==> src/rtl/multicycle_ctrl.sv <==
// rtl/multicycle_ctrl.sv - Moore FSM sequencing the shared multicycle MIPS datapath
//
// Purpose: steps R-type, LW, SW, BEQ, ADDI and J through the shared
//   memory/ALU datapath. It issues per-state strobes and mux selects. Memory
//   states stall on mem_ready, and the FSM traps to ERROR when memory stays
//   not-ready for TIMEOUT_CYCLES cycles in a row.
// Parameters:
//   MEM_HANDSHAKE   1: memory states wait for mem_ready; 0: always ready
//   TIMEOUT_CYCLES  consecutive not-ready cycles tolerated; 0 disables the trap
// Ports:
//   clk, reset                   clock, synchronous active-high reset
//   opcode[5:0]                  instr[31:26] from IR
//   mem_ready                    memory completes its access this cycle
//   pc_write, branch, ir_write   PC / IR load strobes
//   iord, mem_write              memory address select, write enable
//   mem_to_reg, reg_write, reg_dst  register-file write controls
//   alu_src_a, alu_src_b[1:0]    ALU operand selects
//   pc_src[1:0], alu_op[1:0]     PC source select, ALU operation class
//   instr_done                   pulse in the last state of an instruction
//   err_timeout                  high while in ERROR
//   state[3:0]                   current state code
module multicycle_ctrl #(
    parameter int MEM_HANDSHAKE  = 1,
    parameter int TIMEOUT_CYCLES = 64
) (
    input  logic       clk,
    input  logic       reset,
    input  logic [5:0] opcode,
    input  logic       mem_ready,
    output logic       pc_write,
    output logic       branch,
    output logic       ir_write,
    output logic       iord,
    output logic       mem_write,
    output logic       mem_to_reg,
    output logic       reg_write,
    output logic       reg_dst,
    output logic       alu_src_a,
    output logic [1:0] alu_src_b,
    output logic [1:0] pc_src,
    output logic [1:0] alu_op,
    output logic       instr_done,
    output logic       err_timeout,
    output logic [3:0] state
);

    localparam logic [5:0] OP_RTYPE = 6'b000000;
    localparam logic [5:0] OP_LW    = 6'b100011;
    localparam logic [5:0] OP_SW    = 6'b101011;
    localparam logic [5:0] OP_BEQ   = 6'b000100;
    localparam logic [5:0] OP_ADDI  = 6'b001000;
    localparam logic [5:0] OP_J     = 6'b000010;

    // The counter must be able to hold TIMEOUT_CYCLES: it increments once
    // more on the cycle that enters ERROR.
    localparam int CW = (TIMEOUT_CYCLES > 0) ? $clog2(TIMEOUT_CYCLES + 1) : 1;
    localparam logic [CW-1:0] LAST_WAIT = CW'((TIMEOUT_CYCLES > 0) ? TIMEOUT_CYCLES - 1 : 0);

    typedef enum logic [3:0] {
        S_FETCH  = 4'd0,
        S_DECODE = 4'd1,
        S_MEMADR = 4'd2,
        S_MEMRD  = 4'd3,
        S_MEMWB  = 4'd4,
        S_MEMWR  = 4'd5,
        S_EXEC   = 4'd6,
        S_ALUWB  = 4'd7,
        S_BRANCH = 4'd8,
        S_ADDIEX = 4'd9,
        S_ADDIWB = 4'd10,
        S_JUMP   = 4'd11,
        S_ERROR  = 4'd12
    } state_t;

    state_t          r_state;
    state_t          w_next;
    logic [CW-1:0]   r_wait_cnt;
    logic            w_ready;
    logic            w_mem_state;
    logic            w_next_mem;
    logic            w_timeout;

    logic       w_pc_write, w_branch, w_ir_write, w_iord, w_mem_write;
    logic       w_mem_to_reg, w_reg_write, w_reg_dst, w_alu_src_a;
    logic       w_instr_done, w_err_timeout;
    logic [1:0] w_alu_src_b, w_pc_src, w_alu_op;

    assign w_ready     = (MEM_HANDSHAKE != 0) ? mem_ready : 1'b1;
    assign w_mem_state = (r_state == S_FETCH) || (r_state == S_MEMRD) || (r_state == S_MEMWR);
    assign w_next_mem  = (w_next == S_FETCH) || (w_next == S_MEMRD) || (w_next == S_MEMWR);
    // A ready cycle always wins over the timeout: the states below test
    // w_ready before they test w_timeout.
    assign w_timeout   = (TIMEOUT_CYCLES > 0) && w_mem_state && !w_ready
                         && (r_wait_cnt == LAST_WAIT);

    always_ff @(posedge clk) begin
        if (reset) begin
            r_state    <= S_FETCH;
            r_wait_cnt <= '0;
        end else begin
            r_state <= w_next;
            if ((w_next != r_state) && w_next_mem) begin
                r_wait_cnt <= '0;
            end else if (w_mem_state) begin
                r_wait_cnt <= w_ready ? '0 : r_wait_cnt + CW'(1);
            end
        end
    end

    always_comb begin
        w_next        = r_state;
        w_pc_write    = 1'b0;
        w_branch      = 1'b0;
        w_ir_write    = 1'b0;
        w_iord        = 1'b0;
        w_mem_write   = 1'b0;
        w_mem_to_reg  = 1'b0;
        w_reg_write   = 1'b0;
        w_reg_dst     = 1'b0;
        w_alu_src_a   = 1'b0;
        w_alu_src_b   = 2'b00;
        w_pc_src      = 2'b00;
        w_alu_op      = 2'b00;
        w_instr_done  = 1'b0;
        w_err_timeout = 1'b0;
        case (r_state)
            S_FETCH: begin
                w_alu_src_b = 2'b01;
                // The IR and PC load only when the fetch actually returns data.
                w_ir_write  = w_ready;
                w_pc_write  = w_ready;
                if (w_ready)        w_next = S_DECODE;
                else if (w_timeout) w_next = S_ERROR;
            end
            S_DECODE: begin
                w_alu_src_b = 2'b11;
                case (opcode)
                    OP_LW, OP_SW: w_next = S_MEMADR;
                    OP_RTYPE:     w_next = S_EXEC;
                    OP_BEQ:       w_next = S_BRANCH;
                    OP_ADDI:      w_next = S_ADDIEX;
                    OP_J:         w_next = S_JUMP;
                    default:      w_next = S_EXEC;
                endcase
            end
            S_MEMADR: begin
                w_alu_src_a = 1'b1;
                w_alu_src_b = 2'b10;
                w_next      = (opcode == OP_LW) ? S_MEMRD : S_MEMWR;
            end
            S_MEMRD: begin
                w_iord = 1'b1;
                if (w_ready)        w_next = S_MEMWB;
                else if (w_timeout) w_next = S_ERROR;
            end
            S_MEMWB: begin
                w_reg_write  = 1'b1;
                w_mem_to_reg = 1'b1;
                w_instr_done = 1'b1;
                w_next       = S_FETCH;
            end
            S_MEMWR: begin
                w_iord       = 1'b1;
                w_mem_write  = 1'b1;
                w_instr_done = w_ready;
                if (w_ready)        w_next = S_FETCH;
                else if (w_timeout) w_next = S_ERROR;
            end
            S_EXEC: begin
                w_alu_src_a = 1'b1;
                w_alu_op    = 2'b10;
                w_next      = S_ALUWB;
            end
            S_ALUWB: begin
                w_reg_write  = 1'b1;
                w_reg_dst    = 1'b1;
                w_instr_done = 1'b1;
                w_next       = S_FETCH;
            end
            S_BRANCH: begin
                w_alu_src_a  = 1'b1;
                w_alu_op     = 2'b01;
                w_branch     = 1'b1;
                w_pc_src     = 2'b01;
                w_instr_done = 1'b1;
                w_next       = S_FETCH;
            end
            S_ADDIEX: begin
                w_alu_src_a = 1'b1;
                w_alu_src_b = 2'b10;
                w_next      = S_ADDIWB;
            end
            S_ADDIWB: begin
                w_reg_write  = 1'b1;
                w_instr_done = 1'b1;
                w_next       = S_FETCH;
            end
            S_JUMP: begin
                w_pc_write   = 1'b1;
                w_pc_src     = 2'b10;
                w_instr_done = 1'b1;
                w_next       = S_FETCH;
            end
            S_ERROR: begin
                w_err_timeout = 1'b1;
                w_next        = S_ERROR;
            end
            default: w_next = S_FETCH;
        endcase
    end

    // While reset is held, no strobe may reach the datapath. The state
    // output already reads FETCH, even before the reset edge lands.
    assign pc_write    = w_pc_write    & ~reset;
    assign branch      = w_branch      & ~reset;
    assign ir_write    = w_ir_write    & ~reset;
    assign iord        = w_iord        & ~reset;
    assign mem_write   = w_mem_write   & ~reset;
    assign mem_to_reg  = w_mem_to_reg  & ~reset;
    assign reg_write   = w_reg_write   & ~reset;
    assign reg_dst     = w_reg_dst     & ~reset;
    assign alu_src_a   = w_alu_src_a   & ~reset;
    assign alu_src_b   = w_alu_src_b   & {2{~reset}};
    assign pc_src      = w_pc_src      & {2{~reset}};
    assign alu_op      = w_alu_op      & {2{~reset}};
    assign instr_done  = w_instr_done  & ~reset;
    assign err_timeout = w_err_timeout & ~reset;
    assign state       = reset ? S_FETCH : r_state;

endmodule

==> config.mk <==
export PLATFORM = sky130hd
export DESIGN_NAME = multicycle_ctrl
export DESIGN_NICKNAME = d
export VERILOG_FILES = /design/src/rtl/multicycle_ctrl.sv
export SDC_FILE = /design/constraint.sdc
export NUM_CORES = 1
export LEC_CHECK = 0
export CELL_PAD_IN_SITES_DETAIL_PLACEMENT = 1
export CELL_PAD_IN_SITES_GLOBAL_PLACEMENT = 1
export CORE_UTILIZATION = 32
export CTS_CLUSTER_SIZE = 25
export DETAILED_ROUTE_END_ITERATION = 6
export PLACE_DENSITY_LB_ADDON = 0.1
export SLEW_MARGIN = 5
export SYNTH_ARGS = -nofsm -noshare
export SYNTH_HDL_FRONTEND = slang
export SYNTH_SLANG_ARGS = --single-unit
==> constraint.sdc <==
create_clock -name clk -period 2.35 [get_ports clk]
set_clock_uncertainty 0.2 [all_clocks]
set_input_delay 0.705 -clock clk [delete_from_list [all_inputs] [get_ports clk]]
set_output_delay 0.705 -clock clk [all_outputs]
set_load 0.005 [all_outputs]
==> flow_summary.html <==
<table>
<tr><th>Metric</th><th>Value</th></tr>
<tr><th colspan="2">STA</th></tr>
<tr><td>Pins Over Slew Limit</td><td>0</td></tr>
<tr><td>Slew at the pin with the worst max-slew slack</td><td>0.3847 ns</td></tr>
<tr><td>RSZ-0062 raised after global routing</td><td>true</td></tr>
<tr><td>Post-route worst hold slack</td><td>0.3744 ns</td></tr>
<tr><td>Final worst slack</td><td>-0.1128 ns</td></tr>
<tr><td>Achievable Freq</td><td>0.4060 GHz</td></tr>
<tr><td>Final Hold Fails</td><td>0</td></tr>
<tr><td>Slew margin rel.</td><td>74.24%</td></tr>
<tr><td>Final period utilization</td><td>104.8%</td></tr>
<tr><td>Number of failing setup endpoints in the final timing report</td><td>18</td></tr>
<tr><td>Final Critical Period</td><td>2.463 ns</td></tr>
<tr><th colspan="2">GRT</th></tr>
<tr><td>GRT Residual Overflow</td><td>0</td></tr>
<tr><td>Number of global-route vias before repair</td><td>1581</td></tr>
<tr><td>Global-route wire length before repair</td><td>8645 um</td></tr>
<tr><td>Overall Global Routing Usage</td><td>32.74%</td></tr>
<tr><td>Maximum number of pins on one net before global-route repair</td><td>19</td></tr>
<tr><td>Antenna violations before repair</td><td>0</td></tr>
<tr><th colspan="2">Layout</th></tr>
<tr><td>Relative area change from synthesis to final layout</td><td>102.5%</td></tr>
<tr><td>Final design instance area without fill</td><td>0.002306 mm2</td></tr>
<tr><td>Count of inserted antenna diode cells</td><td>0</td></tr>
<tr><td>Final core utilization</td><td>68.56%</td></tr>
<tr><td>Final net count</td><td>236</td></tr>
<tr><td>Share of cells above drive strength 1</td><td>70.67%</td></tr>
<tr><td>Final Non-Filler Cells</td><td>271</td></tr>
<tr><td>Fillers</td><td>377</td></tr>
<tr><th colspan="2">Clock network</th></tr>
<tr><td>Clock latency at the later pin of the worst-skew pair</td><td>0.29 ns</td></tr>
<tr><td>Clock tree sinks</td><td>11</td></tr>
<tr><td>Clock tree from TritonCTS</td><td>yes</td></tr>
<tr><td>Number of buffers added by the clock tree synthesis step</td><td>3</td></tr>
<tr><td>Clock slew at the register clock pins of the worst setup and hold paths</td><td>0.09 ns</td></tr>
<tr><td>H-tree lvl count</td><td>1</td></tr>
<tr><td>Master cell of the clock root buffer</td><td>sky130_fd_sc_hd__clkbuf_4</td></tr>
<tr><td>Buffers from clock root to sink, at most</td><td>2</td></tr>
<tr><td>Post-CTS Hold Buffers</td><td>0</td></tr>
<tr><th colspan="2">Setup path</th></tr>
<tr><td>Worst reg2reg path depth</td><td>9</td></tr>
<tr><td>Worst R2R Start</td><td>r_state[3]</td></tr>
<tr><td>Nature of the critical path startpoint</td><td>flip-flop</td></tr>
<tr><td>Category of the worst setup path capture point</td><td>output port</td></tr>
<tr><td>Required time at the worst-slack endpoint</td><td>1.44 ns</td></tr>
<tr><td>Start-to-end type of the worst setup path</td><td>flip-flop to output port</td></tr>
<tr><td>Maximum fanout encountered on the critical timing path</td><td>4</td></tr>
<tr><td>Minimum setup slack among reg-to-reg paths</td><td>-0.09 ns</td></tr>
<tr><td>CP Data Arrival Time</td><td>1.56 ns</td></tr>
<tr><td>Terminus of the critical flop-to-flop path</td><td>r_wait_cnt[1]</td></tr>
<tr><th colspan="2">Worst hold path</th></tr>
<tr><td>Kind of path behind the tightest hold check</td><td>flip-flop to flip-flop</td></tr>
<tr><td>Hold path start</td><td>r_wait_cnt[5]</td></tr>
<tr><td>Number of cells on the worst hold path</td><td>2</td></tr>
<tr><td>Hold worst-path end</td><td>r_wait_cnt[5]</td></tr>
<tr><th colspan="2">Synth</th></tr>
<tr><td>Number of warnings reported in the yosys synthesis log</td><td>0</td></tr>
<tr><td>Number of synthesized flops with an enable pin</td><td>0</td></tr>
<tr><td>Xor and xnor area share after synthesis</td><td>3.956%</td></tr>
<tr><td>Total nets after synthesis</td><td>151</td></tr>
<tr><td>Leading register cell type out of synthesis</td><td>sky130_fd_sc_hd__dfxtp_1</td></tr>
<tr><td>Yosys top cell by area</td><td>sky130_fd_sc_hd__dfxtp_1</td></tr>
<tr><td>Combinational family with the most area after synthesis</td><td>simple AND/OR/NAND/NOR gates</td></tr>
<tr><td>Most repeated cell in the gate-level netlist after synthesis</td><td>sky130_fd_sc_hd__nor2_1</td></tr>
<tr><td>Synthesized instance count</td><td>141</td></tr>
<tr><td>Synthesized-area fraction occupied by ao, oa, aoi and oai cells</td><td>30.99%</td></tr>
<tr><td>Adder-Cell Fraction of Synth Area</td><td>1.099%</td></tr>
<tr><td>Synthesized area divided by synthesized cell count</td><td>8.075 um2</td></tr>
<tr><td>Proportion of synthesized area in mux cells</td><td>2.857%</td></tr>
<tr><td>Fraction of registers with async set/reset</td><td>0%</td></tr>
<tr><td>Simple-gate share of the synthesized area</td><td>35.82%</td></tr>
<tr><td>Total standard cell area after synthesis</td><td>0.001139 mm2</td></tr>
<tr><td>Sequential cell area fraction in the yosys report</td><td>19.34%</td></tr>
<tr><td>Most used standard cells in the synthesized netlist</td><td>18 x sky130_fd_sc_hd__nor2_1, 11 x sky130_fd_sc_hd__dfxtp_1, 9 x sky130_fd_sc_hd__nand2_1, 9 x sky130_fd_sc_hd__nor3_1, 8 x sky130_fd_sc_hd__o21ai_0</td></tr>
<tr><td>Most area-consuming cells after synthesis</td><td>sky130_fd_sc_hd__dfxtp_1 19%, sky130_fd_sc_hd__nor2_1 5.9%, sky130_fd_sc_hd__nor3_1 4.0%</td></tr>
<tr><td>Synthesis-stage register bit count</td><td>11</td></tr>
<tr><td>Number of distinct standard cells referenced by the synthesized netlist</td><td>55</td></tr>
<tr><td>Yosys top cell area share</td><td>19.34%</td></tr>
<tr><th colspan="2">Floorplanning</th></tr>
<tr><td>Die outline area</td><td>0.003801 mm2</td></tr>
<tr><td>Die Width</td><td>61.65 um</td></tr>
<tr><td>Die span in y</td><td>61.65 um</td></tr>
<tr><td>Number of core rows</td><td>21</td></tr>
<tr><td>Initial Util</td><td>33.85%</td></tr>
<tr><td>Top Ports</td><td>30</td></tr>
<tr><td>Area of the core</td><td>0.003363 mm2</td></tr>
<tr><th colspan="2">Power and ir drop</th></tr>
<tr><td>Fraction of power spent switching nets</td><td>46.82%</td></tr>
<tr><td>Power share of the combinational group</td><td>78.7%</td></tr>
<tr><td>Cell internal power dissipation</td><td>1.050 mW</td></tr>
<tr><td>Power density of the placed cells</td><td>855.9 mW/mm2</td></tr>
<tr><td>Max VDD drop</td><td>434.4 uV</td></tr>
<tr><td>Overall Power</td><td>1.974 mW</td></tr>
<tr><td>Flop pwr share</td><td>13.8%</td></tr>
<tr><td>Psw</td><td>0.9242 mW</td></tr>
<tr><td>Fraction of power consumed by the clock network</td><td>7.5%</td></tr>
<tr><td>Leak</td><td>0.9238 nW</td></tr>
<tr><th colspan="2">Route</th></tr>
<tr><td>Vias post-DR</td><td>1624</td></tr>
<tr><td>Initial detailed-routing violation count</td><td>94</td></tr>
<tr><td>Total wire length</td><td>6781 um</td></tr>
<tr><td>Average via count per standard cell</td><td>5.993</td></tr>
<tr><td>Total iterations of the first detailed-routing run</td><td>4</td></tr>
<tr><td>Average wire per standard cell</td><td>25.02 um</td></tr>
<tr><td>Number of design rule violations left after detail routing</td><td>0</td></tr>
<tr><td>ANT nets after route</td><td>0</td></tr>
<tr><th colspan="2">Status</th></tr>
<tr><td>Violated checks</td><td>negative setup slack</td></tr>
<tr><td>Outcome</td><td>finished with violations</td></tr>
<tr><th colspan="2">Placed design</th></tr>
<tr><td>Placed Cells</td><td>249</td></tr>
<tr><td>Cell area after placement</td><td>0.001777 mm2</td></tr>
<tr><td>Number of I/O port buffers</td><td>29</td></tr>
<tr><td>Global placement routability congestion</td><td>0.8629</td></tr>
<tr><td>DP HPWL</td><td>3304 um</td></tr>
<tr><th colspan="2">Flow run</th></tr>
<tr><td>Max Cap Violations</td><td>0</td></tr>
</table>
## stage by stage
step                      setup slack [ns]  setup TNS [ns]
final                              -0.1128          -1.035
after global routing               -0.1562          -1.612
after CTS                          -0.1189         -0.2679
after detailed placement           -0.8357          -21.06
after global placement             -0.7784          -19.79
after floorplan                    0.01381               0
## routing by layer
layer	routed length, um	share of wire [%]	track usage (%)
met1	2684	40	39.62
met2	3547	52	58.06
met3	271	4.0	3.782
met4	278	4.1	14.29
met5	0	0	0
## flip-flops by register name (all words and copies together) (netlist names)
name        count
r_wait_cnt      7
r_state         4
## layout by cell type (no fill, tap or decap), drive strengths merged, types with 2 or more instances in the layout
master	count
clkdlybuf4s15	5
nor2b	4
a221oi	5
and2	3
nand2	9
nor4b	3
o21ai	8
a311oi	2
nor4	2
nor2	18
buf	80
nand2b	4
nor3	10
a211oi	5
xnor2	2
a21oi	5
mux2	2
nand3	3
and3	3
dfxtp	11
o211ai	4
clkbuf	10
or2	3
a31oi	2
nand3b	2
## worst max-delay path by stage
stage | startpoint | to | slack [ns] | cells after the start
3_5_place_dp | reset | branch | -0.84 | 5
2_1_floorplan | reset | pc_src[0] | 0.01 | 4
6_report | r_state[2] | reg_write | -0.11 | 5
3_3_place_gp | mem_ready | instr_done | -0.78 | 4
4_1_cts | reset | alu_src_b[0] | -0.12 | 6
5_1_grt | reset | iord | -0.16 | 6
## logic make-up (layout without fill, tap and decap cells)
logic type / after synthesis / count (layout)
AOI/OAI and AO/OA: 42 / 42
adders and majority gates: 1 / 1
muxes: 3 / 3
DFF: 11 / 11
xor gates and xnor gates: 3 / 3
buffers and inverters: 12 / 96
and+or+nand+nor: 69 / 69
## critical path, cell delays in order (launching register included)
cell and delay (ns):
sky130_fd_sc_hd__dfxtp_4 0.37, sky130_fd_sc_hd__nand2b_4 0.16, sky130_fd_sc_hd__mux2_4 0.28, sky130_fd_sc_hd__o22a_1 0.17, sky130_fd_sc_hd__nor2_1 0.13, sky130_fd_sc_hd__buf_2 0.14
## power by group through the flow
stage | registers [mW] | logic [mW] | clock network (mW)
floorplan | 0.231 | 0.571 | 0
global placement | 0.250 | 0.994 | 0
detailed placement | 0.249 | 1.03 | 0
CTS | 0.254 | 1.26 | 0.135
global route | 0.274 | 1.60 | 0.152
finish | 0.272 | 1.55 | 0.149
## what timing repair did
item                       4_1_cts  5_1_grt
setup endpoints to repair       30       22
setup buffers                   13        5
cloned                           1        0
gates resized for setup        159       51
pin swaps                       27       30
## final cells by class
cell class / count / area [um2] / share of cell area [%]
Inverter: 1 / 6.256 / 0.2713
Timing Repair Buffer: 91 / 772.0 / 33.48
Multi-Input combinational cell: 118 / 1206 / 52.31
Sequential cell: 11 / 237.7 / 10.31
Tap cell: 46 / 57.56 / 2.496
Clock buffer: 4 / 26.28 / 1.139
(Power assumes the default switching activity.)
